File: config.mk
export PLATFORM = sky130hd
export DESIGN_NAME = reaction_timer_mp
export DESIGN_NICKNAME = d
export VERILOG_FILES = /design/src/rtl/reaction_timer_mp.sv
export SDC_FILE = /design/constraint.sdc
export NUM_CORES = 1
export LEC_CHECK = 0
export ABC_AREA = 1
export CORE_MARGIN = 4
export CORE_UTILIZATION = 36
export CTS_CLUSTER_DIAMETER = 150
export DETAILED_ROUTE_END_ITERATION = 6
export GPL_TIMING_DRIVEN = 1
export PLACE_DENSITY = 0.53
export REMOVE_ABC_BUFFERS = 1
export SYNTH_ARGS = -nofsm -noshare
export SYNTH_HDL_FRONTEND = slang
export SYNTH_SLANG_ARGS = --single-unit
File: constraint.sdc
create_clock -name clk -period 7.5 [get_ports clk]
set_clock_uncertainty 0.05 [all_clocks]
set_input_delay 1.5 -clock clk [delete_from_list [all_inputs] [get_ports clk]]
set_output_delay 1.5 -clock clk [all_outputs]
set_load 0.05 [all_outputs]
File: src/rtl/reaction_timer_mp.sv
// reaction_timer_mp
//   Multi-player reaction timer. After start it waits a pseudo-random delay. Then it
//   lights the LED and times each player's stop press in milliseconds. A stop before
//   the LED counts as a false start. A round ends when every player has a result or
//   when MAX_MS expires. At the end the fastest valid player is reported as the winner.
//
// Ports
//   clk, rst      system clock, asynchronous active-high reset
//   start, clear  single-cycle command pulses (clear wins over start)
//   stop          per-player single-cycle stop pulses
//   led           reaction LED, high only while timing
//   state         00 IDLE, 01 WAIT, 10 TIMING, 11 DONE
//   timer_ms      live ms count in TIMING, frozen in DONE, 0 otherwise
//   result        per-player time, player i at [14*i+13:14*i]
//   valid         result[i] captured this round
//   false_start   player i pressed stop during WAIT
//   winner        index of the winning player
//   winner_valid  a non-false-start, non-timeout result exists
//
// Interface contract: start, clear and stop are one-cycle pulses sampled on the
// rising clock edge. There is no back-pressure. A pulse that the current state does
// not accept is dropped.
module reaction_timer_mp #(
  parameter int NPLAYERS     = 2,
  parameter int TICK_DIV     = 100000,
  parameter int MAX_MS       = 1000,
  parameter int DELAY_MIN_MS = 2000,
  parameter int RAND_BITS    = 12,
  parameter int FALSE_VAL    = 9999
) (
  input  logic                                        clk,
  input  logic                                        rst,
  input  logic                                        start,
  input  logic                                        clear,
  input  logic [NPLAYERS-1:0]                         stop,
  output logic                                        led,
  output logic [1:0]                                  state,
  output logic [13:0]                                 timer_ms,
  output logic [14*NPLAYERS-1:0]                      result,
  output logic [NPLAYERS-1:0]                         valid,
  output logic [NPLAYERS-1:0]                         false_start,
  output logic [((NPLAYERS > 1) ? $clog2(NPLAYERS) : 1)-1:0] winner,
  output logic                                        winner_valid
);

  localparam int WW = (NPLAYERS > 1) ? $clog2(NPLAYERS) : 1;
  localparam int TW = $clog2(TICK_DIV + 1);
  localparam logic [TW-1:0] TICK_LAST = TW'(TICK_DIV - 1);
  localparam logic [13:0]   MAX_V     = 14'(MAX_MS);
  localparam logic [13:0]   FALSE_V   = 14'(FALSE_VAL);
  localparam logic [15:0]   DMIN_V    = 16'(DELAY_MIN_MS);
  localparam logic [15:0]   RMASK     = 16'((32'd1 << RAND_BITS) - 32'd1);

  typedef enum logic [1:0] {
    S_IDLE   = 2'b00,
    S_WAIT   = 2'b01,
    S_TIMING = 2'b10,
    S_DONE   = 2'b11
  } state_e;

  state_e                      state_q, state_d;
  logic [15:0]                 lfsr_q, lfsr_d;
  logic [TW-1:0]               tick_q, tick_d;
  logic [15:0]                 delay_q, delay_d;
  logic [13:0]                 timer_q, timer_d;
  logic [NPLAYERS-1:0][13:0]   result_q, result_d;
  logic [NPLAYERS-1:0]         valid_q, valid_d;
  logic [NPLAYERS-1:0]         fs_q, fs_d;
  logic [WW-1:0]               winner_q, winner_d;
  logic                        wv_q, wv_d;
  logic                        led_q, led_d;

  logic                        fb;
  logic                        tick;
  logic [WW-1:0]               best_i;
  logic [13:0]                 best_v;
  logic                        found;

  // Winner search. Only players with a real reaction time are eligible. The strict
  // '<' keeps the lowest index on ties.
  always_comb begin
    best_i = '0;
    best_v = MAX_V;
    found  = 1'b0;
    for (int i = 0; i < NPLAYERS; i++) begin
      if (valid_q[i] && !fs_q[i] && (result_q[i] < MAX_V) &&
          (!found || (result_q[i] < best_v))) begin
        found  = 1'b1;
        best_v = result_q[i];
        best_i = WW'(i);
      end
    end
  end

  always_comb begin
    // The LFSR free-runs in every state, so the delay depends on when start arrives.
    fb       = lfsr_q[15] ^ lfsr_q[13] ^ lfsr_q[12] ^ lfsr_q[10];
    lfsr_d   = {lfsr_q[14:0], fb};
    tick     = (tick_q == TICK_LAST);
    tick_d   = tick ? '0 : tick_q + TW'(1);
    state_d  = state_q;
    delay_d  = delay_q;
    timer_d  = timer_q;
    result_d = result_q;
    valid_d  = valid_q;
    fs_d     = fs_q;
    winner_d = winner_q;
    wv_d     = wv_q;

    if (clear) begin
      state_d  = S_IDLE;
      timer_d  = '0;
      result_d = '0;
      valid_d  = '0;
      fs_d     = '0;
      winner_d = '0;
      wv_d     = 1'b0;
    end else begin
      case (state_q)
        S_IDLE: begin
          if (start) begin
            state_d  = S_WAIT;
            delay_d  = DMIN_V + (lfsr_q & RMASK);
            timer_d  = '0;
            result_d = '0;
            valid_d  = '0;
            fs_d     = '0;
            winner_d = '0;
            wv_d     = 1'b0;
          end
        end
        S_WAIT: begin
          for (int i = 0; i < NPLAYERS; i++) begin
            if (stop[i]) begin
              result_d[i] = FALSE_V;
              valid_d[i]  = 1'b1;
              fs_d[i]     = 1'b1;
            end
          end
          if (&fs_q) begin
            state_d = S_DONE;
          end else if (delay_q == '0) begin
            state_d = S_TIMING;
            timer_d = '0;
          end else if (tick) begin
            delay_d = delay_q - 16'd1;
            if (delay_q == 16'd1) begin
              state_d = S_TIMING;
              timer_d = '0;
            end
          end
        end
        S_TIMING: begin
          if (&valid_q) begin
            state_d = S_DONE;
          end else if (timer_q >= MAX_V) begin
            // Timeout: anyone still waiting is recorded at the limit.
            state_d = S_DONE;
            for (int i = 0; i < NPLAYERS; i++) begin
              if (!valid_q[i]) begin
                result_d[i] = MAX_V;
                valid_d[i]  = 1'b1;
              end
            end
          end else begin
            for (int i = 0; i < NPLAYERS; i++) begin
              if (stop[i] && !valid_q[i]) begin
                result_d[i] = timer_q;
                valid_d[i]  = 1'b1;
              end
            end
            if (tick) timer_d = timer_q + 14'd1;
          end
        end
        default: begin
        end
      endcase
    end

    // The prescaler restarts on every state change, so the first tick of a state comes a full
    // TICK_DIV cycles after entry.
    if (state_d != state_q) begin
      tick_d = '0;
      if (state_d == S_DONE) begin
        winner_d = found ? best_i : '0;
        wv_d     = found;
      end
    end
    led_d = (state_d == S_TIMING);
  end

  always_ff @(posedge clk or posedge rst) begin
    if (rst) begin
      state_q  <= S_IDLE;
      lfsr_q   <= 16'hACE1;
      tick_q   <= '0;
      delay_q  <= '0;
      timer_q  <= '0;
      result_q <= '0;
      valid_q  <= '0;
      fs_q     <= '0;
      winner_q <= '0;
      wv_q     <= 1'b0;
      led_q    <= 1'b0;
    end else begin
      state_q  <= state_d;
      lfsr_q   <= lfsr_d;
      tick_q   <= tick_d;
      delay_q  <= delay_d;
      timer_q  <= timer_d;
      result_q <= result_d;
      valid_q  <= valid_d;
      fs_q     <= fs_d;
      winner_q <= winner_d;
      wv_q     <= wv_d;
      led_q    <= led_d;
    end
  end

  assign state        = state_q;
  assign led          = led_q;
  assign timer_ms     = timer_q;
  assign result       = result_q;
  assign valid        = valid_q;
  assign false_start  = fs_q;
  assign winner       = winner_q;
  assign winner_valid = wv_q;

endmodule
# [Word-level counts from Yosys, hierarchy flattened]
# Cells that the tools add are included.
[totals] output_inout_bits=51 elab_cells=141 input_bits=6 ff_bits=100
[op_classes] n_lt_le_gt_ge=4 n_addsub=4 n_eq_ne=24 reduce_logical=28 n_bitwise=4 n_mux=63
[op_table] cell="$mux W14" count=16
[op_table] cell="$mux W28" count=4
[op_table] cell="$pmux W28 S3" count=1
[op_table] cell="$mux W16" count=4
[op_table] cell="$pmux W14 S3" count=1
[op_table] cell="$mux W17" count=2
[op_table] cell="$pmux W16 S2" count=1
[op_table] cell="$lt A14 B10 Y1 const B" count=2
[op_table] cell="$mux W2" count=13
[op_table] cell="$ne A4 B4 Y1 const B" count=6
[op_table] cell="$ne A3 B3 Y1 const B" count=7
[op_table] cell="$mux W1" count=18
[op_table] cell="$reduce_and A6 Y1" count=3
[op_table] cell="$add A17 B1 Y17 const B" count=1
[op_table] cell="$eq A17 B17 Y1 const B" count=1
[op_table] cell="$eq A16 B1 Y1 const B" count=1
[op_table] cell="$logic_not A16 Y1" count=1
[op_table] cell="$sub A16 B1 Y16 const B" count=1
[op_table] cell="$add A14 B1 Y14 const B" count=1
[op_table] cell="$ge A14 B10 Y1 const B" count=1
[op_table] cell="$lt A14 B14 Y1" count=1
[op_table] cell="$add A11 B12 Y13 const A" count=1
[op_table] cell="$pmux W2 S3" count=2
[op_table] cell="$reduce_and A5 Y1" count=2
[op_table] cell="other kinds (17)" count=36

# [Logic depth before layout (Yosys ltp)]
# Gate-level depths: netlist of the first run.
[logic_depth] ltp_word=11 depth_mapped=18 ltp_nobuf=18

# [Worst setup path before layout of the first run]
# No wires, ideal clock.
[synth_path] path_kind="in2reg" from="input port start" to="register result_q (netlist bit result[22])" path_slack_ns=4.723 arrival_ns=2.608 required_ns=7.330 stages=10 path_cell_list="inv_1 nand2_1 nor2_1 nor3_2 o211ai_1 nor2_4 inv_4 buf_2 nand2_1 nand2_1"
[synth_between] elab_chain_cells=2
[synth_lines] item="start: declaration" line="33" rtl="input logic start,"
[synth_lines] item="$ne A3 B3 Y1 (no source line)"
[synth_lines] item="$reduce_and A6 Y1 (no source line)"
[synth_lines] item="end signal: assignment" line="211" rtl="result_q <= result_d;"
[synth_lines] item="end: declaration" line="66" rtl="logic [NPLAYERS-1:0][13:0] result_q, result_d;"
# Every way passes these cells.
# A chain may end at the register's enable or synchronous reset.

# [Worst setup path in the final report of the first run]
[layout_path] from="input port clear" to="register result_q (netlist bit result[5])"
[layout_between] elab_chain_cells=2
[layout_lines] item="start: declaration" line="34" rtl="input logic clear,"
[layout_lines] item="$ne A4 B4 Y1 (no source line) (tied with other cells)"
[layout_lines] item="$reduce_and A6 Y1 (no source line)"
# Several ways; a longest one is shown, not always the timed one.

==> results of run 1 <==
-- critical path, stage by stage --
cell	delay (ps)
clkdlybuf4s50_1	570
inv_4	90
nand2_2	120
nor2_1	60
nor3_2	200
nand2_1	130
nor2_2	440
inv_1	310
nand2_1	110
o21ai_1	70
-- stage by stage --
step | instance area [um^2] | hold WS, ps | cells | total power [uW] | worst slack (ps)
final | 6608 | 306.5 | 944 | 1590 | 4060
after floorplan | 5483 | 283.0 | 683 | 974.6 | 3344
after CTS | 6608 | 313.6 | 944 | 1611 | 4089
after global placement | 6289 | 294.1 | 928 | 1092 | 3792
after detailed placement | 6289 | 292.3 | 928 | 1099 | 3710
after global routing | 6608 | 325.1 | 944 | 1700 | 3814
-- layer usage --
layer,vias to the layer above,share of wire
li1,2368,-
met3,5,0.039
met1,2217,0.49
met5,-,0
met4,0,0.0071
met2,84,0.46
-- registers in the layout, summed over array words and instances, names as in the netlist, 2 cells and up --
name	count
result	28
state	2
timer_ms	14
valid	2
false_start	2
lfsr_q	16
tick_q	17
delay_q	16
-- power groups by stage --
stage	Combinational (uW)	Clock, uW	Sequential, uW
finish	429	502	660
global route	487	543	671
CTS	433	518	660
detailed placement	429	0	670
global placement	424	0	668
floorplan	270	0	704
-- Yosys cell counts, types with 7 or more instances --
cell type and count:
nor3_1 11, xnor2_1 7, o21ai_1 7, nand4_1 12, a31oi_1 7, nand3_1 27, dfstp_2 8, inv_1 87
nor2_1 82, ha_1 25, dfrtp_1 92, nand2_2 12, o21ai_0 55, nor2_4 13, a21oi_1 29, nand2_1 154
-- final cells by class --
cell class,count,area (um^2)
flip-flops and latches,100,2512
multi-input cells,490,2616
fillers,1520,8538
inverters,93,356.6
repair buffers,57,568.0
clock buffers,12,246.5
clock inverters,4,72.57
well taps,188,235.2
-- logic make-up after synthesis --
logic type      count (synthesis)  share of synthesized area
simple gates                  326                     0.2679
compound gates                123                     0.1256
buf+inv                       104                    0.07779
flops                         100                     0.4528
fa+ha+maj                      25                    0.05637
xor+xnor                       12                    0.01894
other cells                     1                  0.0006758
-- path summary, 6_finish.rpt --
| check | from | to | slack [ps] | cells past startpoint |
|---|---|---|---|---|
| max in group asynchronous | rst | result[24]$_DFFE_PP0P_ | 4730 | 3 |
| max reg2reg | state[1]$_DFF_PP0_ | tick_q[15]$_DFF_PP0_ | 4200 | 12 |
| min | lfsr_q[14]$_DFF_PP0_ | lfsr_q[15]$_DFF_PP1_ | 310 | 0 |
| min reg2reg | lfsr_q[14]$_DFF_PP0_ | lfsr_q[15]$_DFF_PP1_ | 310 | 0 |
| min in group asynchronous | rst | tick_q[12]$_DFF_PP0_ | 1500 | 2 |
| max | clear | result[5]$_DFFE_PP0P_ | 4060 | 10 |
==> results.md, run 1 <==
- Status: complete, no violations
- Worst-path clk slew: 70 ps
- Sequential fraction of the synthesis area: 0.4528
- Routed WL: 13320 um
- Yosys cell types: 43
- Worst vdd ir: 0.00009593 V
- Most used DFF post-synth: dfrtp_1
- Layout cells sized above 1: 0.08333
- HP Class: reg -> reg
- Worst Tran Pin Value: 770.7 ps
- Die area: roughly 17000 um^2
- Overflow after GRT: 0
- Syn Inst Count: 691
- Site Rows: 45
- Switching pwr: about 560 uW
- Post-route minimum period: 3440 ps
- Met1 usage: 0.2205
- Inserted Clock Buffers: 9
- Leak: 0.003026 uW
- RSZ-0062 raised after global routing: no
- Largest net degree at the start of global routing: 60
- Worst EP required: ~7700 ps
- Gr busiest metal: met2
- Setup bufs post-CTS: 0
- EDFF count, synth: 0
- Synth top area share: 0.4149
- Post-DP HPWL: 10020 um
- Drt first pass iters: 4
- H-tree levels: 3
- Clock network power share: 0.316
- M2 GR Usage: 0.2483
- Via count of the routed design: ~4700
- TritonCTS clock tree: yes
- Combinational Power Share: 0.269
- Mean Syn Cell Area: between 8 and 9 um^2
- Num ports: 57
- Sequential Power Share: 0.415
- Commonest non-fill, non-tap cell in the layout: nand2_1
- CTS Hold Bufs: 0
- Worst setup EP type: flop
- Vias in the first global route: 4493
- GR Util All Layers: 0.1576
- Worst skew pair latency: 350 ps
- PwrDens: approximately 240 nW/um^2
- Drt via density: 4.951
- First-pass GRT wire length: between 20000 and 25000 um
- Synth area leader: dfrtp_1
- P&R area growth vs syn: 19.08%
- Relative slew slack: 0.4862
- CTS resizes: 0
- Crit path arrival time: ~3600 ps
- Nets: a little under 800
- Met3 Use GR: 0.03779
- Initial antenna violation count: 0
- Buffers on Ports: 56
- Drc violations: 0
- Setup TNS: 0 ps
- Pint: 1027 uW
- Routed WL per cell: 14.11 um
- Area contributors post-synth: dfrtp_1 (41%), nand2_1 (10%), inv_1 (5.9%)
- CTS max path bufs: 2
- Antenna diode count: 0
- Max FO, Critical Path: 14
- Die Wd: 132.2 um
- Yosys reg bits: 100
- Fmax: 290.7 MHz
- Post-Syn Area: about 5500 um^2
- Fin util: 0.4363
- Period utilization: 0.4587
- Final setup violation count: 0
- Clock tree sinks: 100
- Synth async-reset ratio: 1.000
- Slew Limit Fails: 0
- Vert. Die Dim: 132.2 um
- Final ANT Viol Nets: 0
- Initial Utilization: 0.3664
- Core Area: ~15000 um^2
- Max cap viols: 0
- Commonest cells after routing, fill and taps aside: nand2_1 (154), dfrtp_1 (92), inv_1 (86)
- Root Driver: clkbuf_16
- Final hold vios: 0
- YS warnings: 0
- Critical path startpoint category: input port
- Switching share of power: 0.3541
- Routability congestion estimate: 0.8578
- Iteration-0 DRC Markers: 322
- Critical path class: in -> reg
Power figures use the tool's default switching activity.
==> inputs of run 2 (changes only) <==
--- a/config.mk
+++ b/config.mk
@@ -11,7 +11,7 @@
 export CTS_CLUSTER_DIAMETER = 150
 export DETAILED_ROUTE_END_ITERATION = 6
 export GPL_TIMING_DRIVEN = 1
-export PLACE_DENSITY = 0.53
+export PLACE_DENSITY = 0.55
 export REMOVE_ABC_BUFFERS = 1
 export SYNTH_ARGS = -nofsm -noshare
 export SYNTH_HDL_FRONTEND = slang
==> constraint.sdc (replaced) <==
create_clock -name clk -period 3 [get_ports clk]
set_clock_uncertainty 0.05 [all_clocks]
set_input_delay 0.6 -clock clk [delete_from_list [all_inputs] [get_ports clk]]
set_output_delay 0.6 -clock clk [all_outputs]
set_load 0.05 [all_outputs]
==> results.md, run 2 (synthesis gave the netlist of run 1 again) <==
- Status: complete, no violations
- Switching pwr: 1421 uW
- Switching share of power: 0.3707
- Max FFs per register: 28
- H-tree levels: 3
- Final setup violation count: 0
- Worst skew pair latency: approximately 350 ps
- Met1 Wirelength: about 6400 um
- Period utilization: 0.8211
- Inserted Clock Buffers: 9
- Site Rows: 45
- CP max stage cell: dfrtp_1
- Initial antenna violation count: 0
- Crit path arrival time: roughly 2700 ps
- Core Area: 15150 um^2
- P&R area growth vs syn: 19.86%
- Worst setup EP type: flop
- Die area: 17460 um^2
- Routed WL per cell: 14.05 um
- Worst-path clk slew: 70 ps
- Post-DP HPWL: 10250 um
- Die Wd: 132.2 um
- Setup bufs post-CTS: 0
- Design Area, Final: 6651 um^2
- FF-to-FF path depth: 17
- Fmax: 406.0 MHz
- Worst Tran Pin Value: 626.4 ps
- Worst Hold Depth: 0
- Final hold vios: 0
- Commonest non-fill, non-tap cell in the layout: nand2_1
- Worst path max stage delay: 480 ps
- Leak: 0.003056 uW
- Critical path startpoint category: flop
- CTS resizes: 0
- Iteration-0 DRC Markers: 258
- Relative slew slack: 0.5792
- Nets: around 800
- Max cap viols: 0
- Initial Utilization: 0.3664
- HP Class: reg -> reg
- R2R Path End: winner$_DFF_PP0_
- Num ports: 57
- CTS max path bufs: 2
- Sequential Power Share: 0.431
- CP most frequent cell: nand2_1
- Via count of the routed design: between 4000 and 5000
- RSZ-0062 raised after global routing: no
- Clock network power share: 0.281
- Hold path startpoint: lfsr_q[14]$_DFF_PP0_
- Commonest cells after routing, fill and taps aside: nand2_1 (154), dfrtp_1 (92), inv_1 (86)
- Drc violations: 0
- CTS Hold Bufs: 0
- Wire length on met2: 6264 um
- Top Family by Delay on Critical Path: simple AND/OR/NAND/NOR gates
- Slew Limit Fails: 0
- Placed cell area: 6389 um^2
- Routability congestion estimate: 0.8671
- Reg-to-reg slack, setup: 540 ps
- Critical path class: reg -> reg
- Drt first pass iters: 4
- Clock tree sinks: 100
- Final ANT Viol Nets: 0
- Antenna diode count: 0
- WP buf/inv: 2
- PwrDens: 576.2 nW/um^2
- Overflow after GRT: 0
- Top Metal Used: met4
- Post-route minimum period: between 2000 and 2500 ps
- Worst vdd ir: between 0.0003 and 0.0004 V
- Combinational Power Share: 0.288
- Worst path cell trace: inv_1, nor3_1, nand2_1, inv_1, nand2_1, ha_1, a21oi_1, o21ai_0, nand2_1, nand2_1, nand2_1, nand2_1, nand2_1, nand2_1, nand2_1, nand2_1, o21ai_0
- First-pass GRT wire length: 23230 um
- Max FO, Critical Path: 5
- Largest net degree at the start of global routing: 38
- Hold Path End: lfsr_q[15]$_DFF_PP1_
- Routed WL: 13400 um
- Root Driver: clkbuf_16
- Vias in the first global route: between 4000 and 5000
- Buffers on Ports: 56
- Vert. Die Dim: 132.2 um
- Layout cells sized above 1: 0.09399
- Worst EP required: roughly 3200 ps
- GR Util All Layers: 0.1604
- Setup TNS: 0 ps
- Worst r2r src: valid[0]$_DFFE_PP0P_
- TritonCTS clock tree: yes
- Drt via density: 4.959
- Pint: 2412 uW
- Met3 routed WL: between 500 and 600 um
## run 2: changes by cell type in the layout (fill, tap and decap cells not counted), sizes merged
cell	previous run	this run
buf	1	11
bufinv	2	0
clkinv	1	2
inv	93	94
## run 2: cell type report
class	count	area, um^2
Clock buffer	12	236.5
Clock inverter	4	26.28
Inverter	93	356.6
Timing Repair Buffer	67	668.1
Multi-Input combinational cell	490	2616
Sequential cell	100	2512
Tap cell	188	235.2
Fill cell	1502	8494
## run 2: worst reg2reg max path, stage by stage, from the launching register on
cell     delay (ps)
dfrtp_1         480
inv_1           120
nor3_1          260
nand2_1         110
inv_1           150
nand2_1          80
ha_1            270
a21oi_1         170
o21ai_0         100
nand2_1          60
nand2_1          40
nand2_1          50
nand2_1          70
nand2_1          60
nand2_1          40
nand2_1          60
nand2_1          60
o21ai_0         160
## run 2: how the worst max path moves through the flow
stage                                     startpoint                      end  slack, ps  depth (start not counted)
after detailed placement                       clear  timer_ms[4]$_DFFE_PP0P_        230                         12
after global placement                         clear  timer_ms[5]$_DFFE_PP0P_        310                         13
final                           valid[0]$_DFFE_PP0P_         winner$_DFF_PP0_        540                         17
after CTS                 false_start[0]$_DFFE_PP0P_         winner$_DFF_PP0_        470                         18
after global routing      false_start[0]$_DFFE_PP0P_         winner$_DFF_PP0_        190                         18
after floorplan                                  rst   delay_q[0]$_DFFE_PP0P_       -260                          1
## run 2: stage by stage
step	instances	hold slack (ps)	util	setup WS [ps]	power, uW
6_report	954	308.4	0.4392	536.6	3832
5_1_grt	954	316.3	0.4392	185.2	4111
4_1_cts	954	312.8	0.4392	473.3	3889
3_5_place_dp	938	298.8	0.4218	234.9	2786
3_3_place_gp	938	290.8	0.4218	311.8	2763
2_1_floorplan	683	283.0	-	-255.5	2436
## run 2: routing by layer
metal  global-route usage  vias to the layer above
li1                     -                     2392
met1               0.2139                     2257
met2               0.2611                       71
met3              0.04313                       11
met4              0.03851                        0
met5                    0                        -
## run 2: power by group through the flow
stage | Sequential [uW] | Clock, uW | Combinational [uW]
after floorplan | 1760 | 0 | 675
after global placement | 1670 | 0 | 1090
after detailed placement | 1680 | 0 | 1110
after CTS | 1650 | 1120 | 1120
after global routing | 1680 | 1180 | 1250
final | 1650 | 1080 | 1100
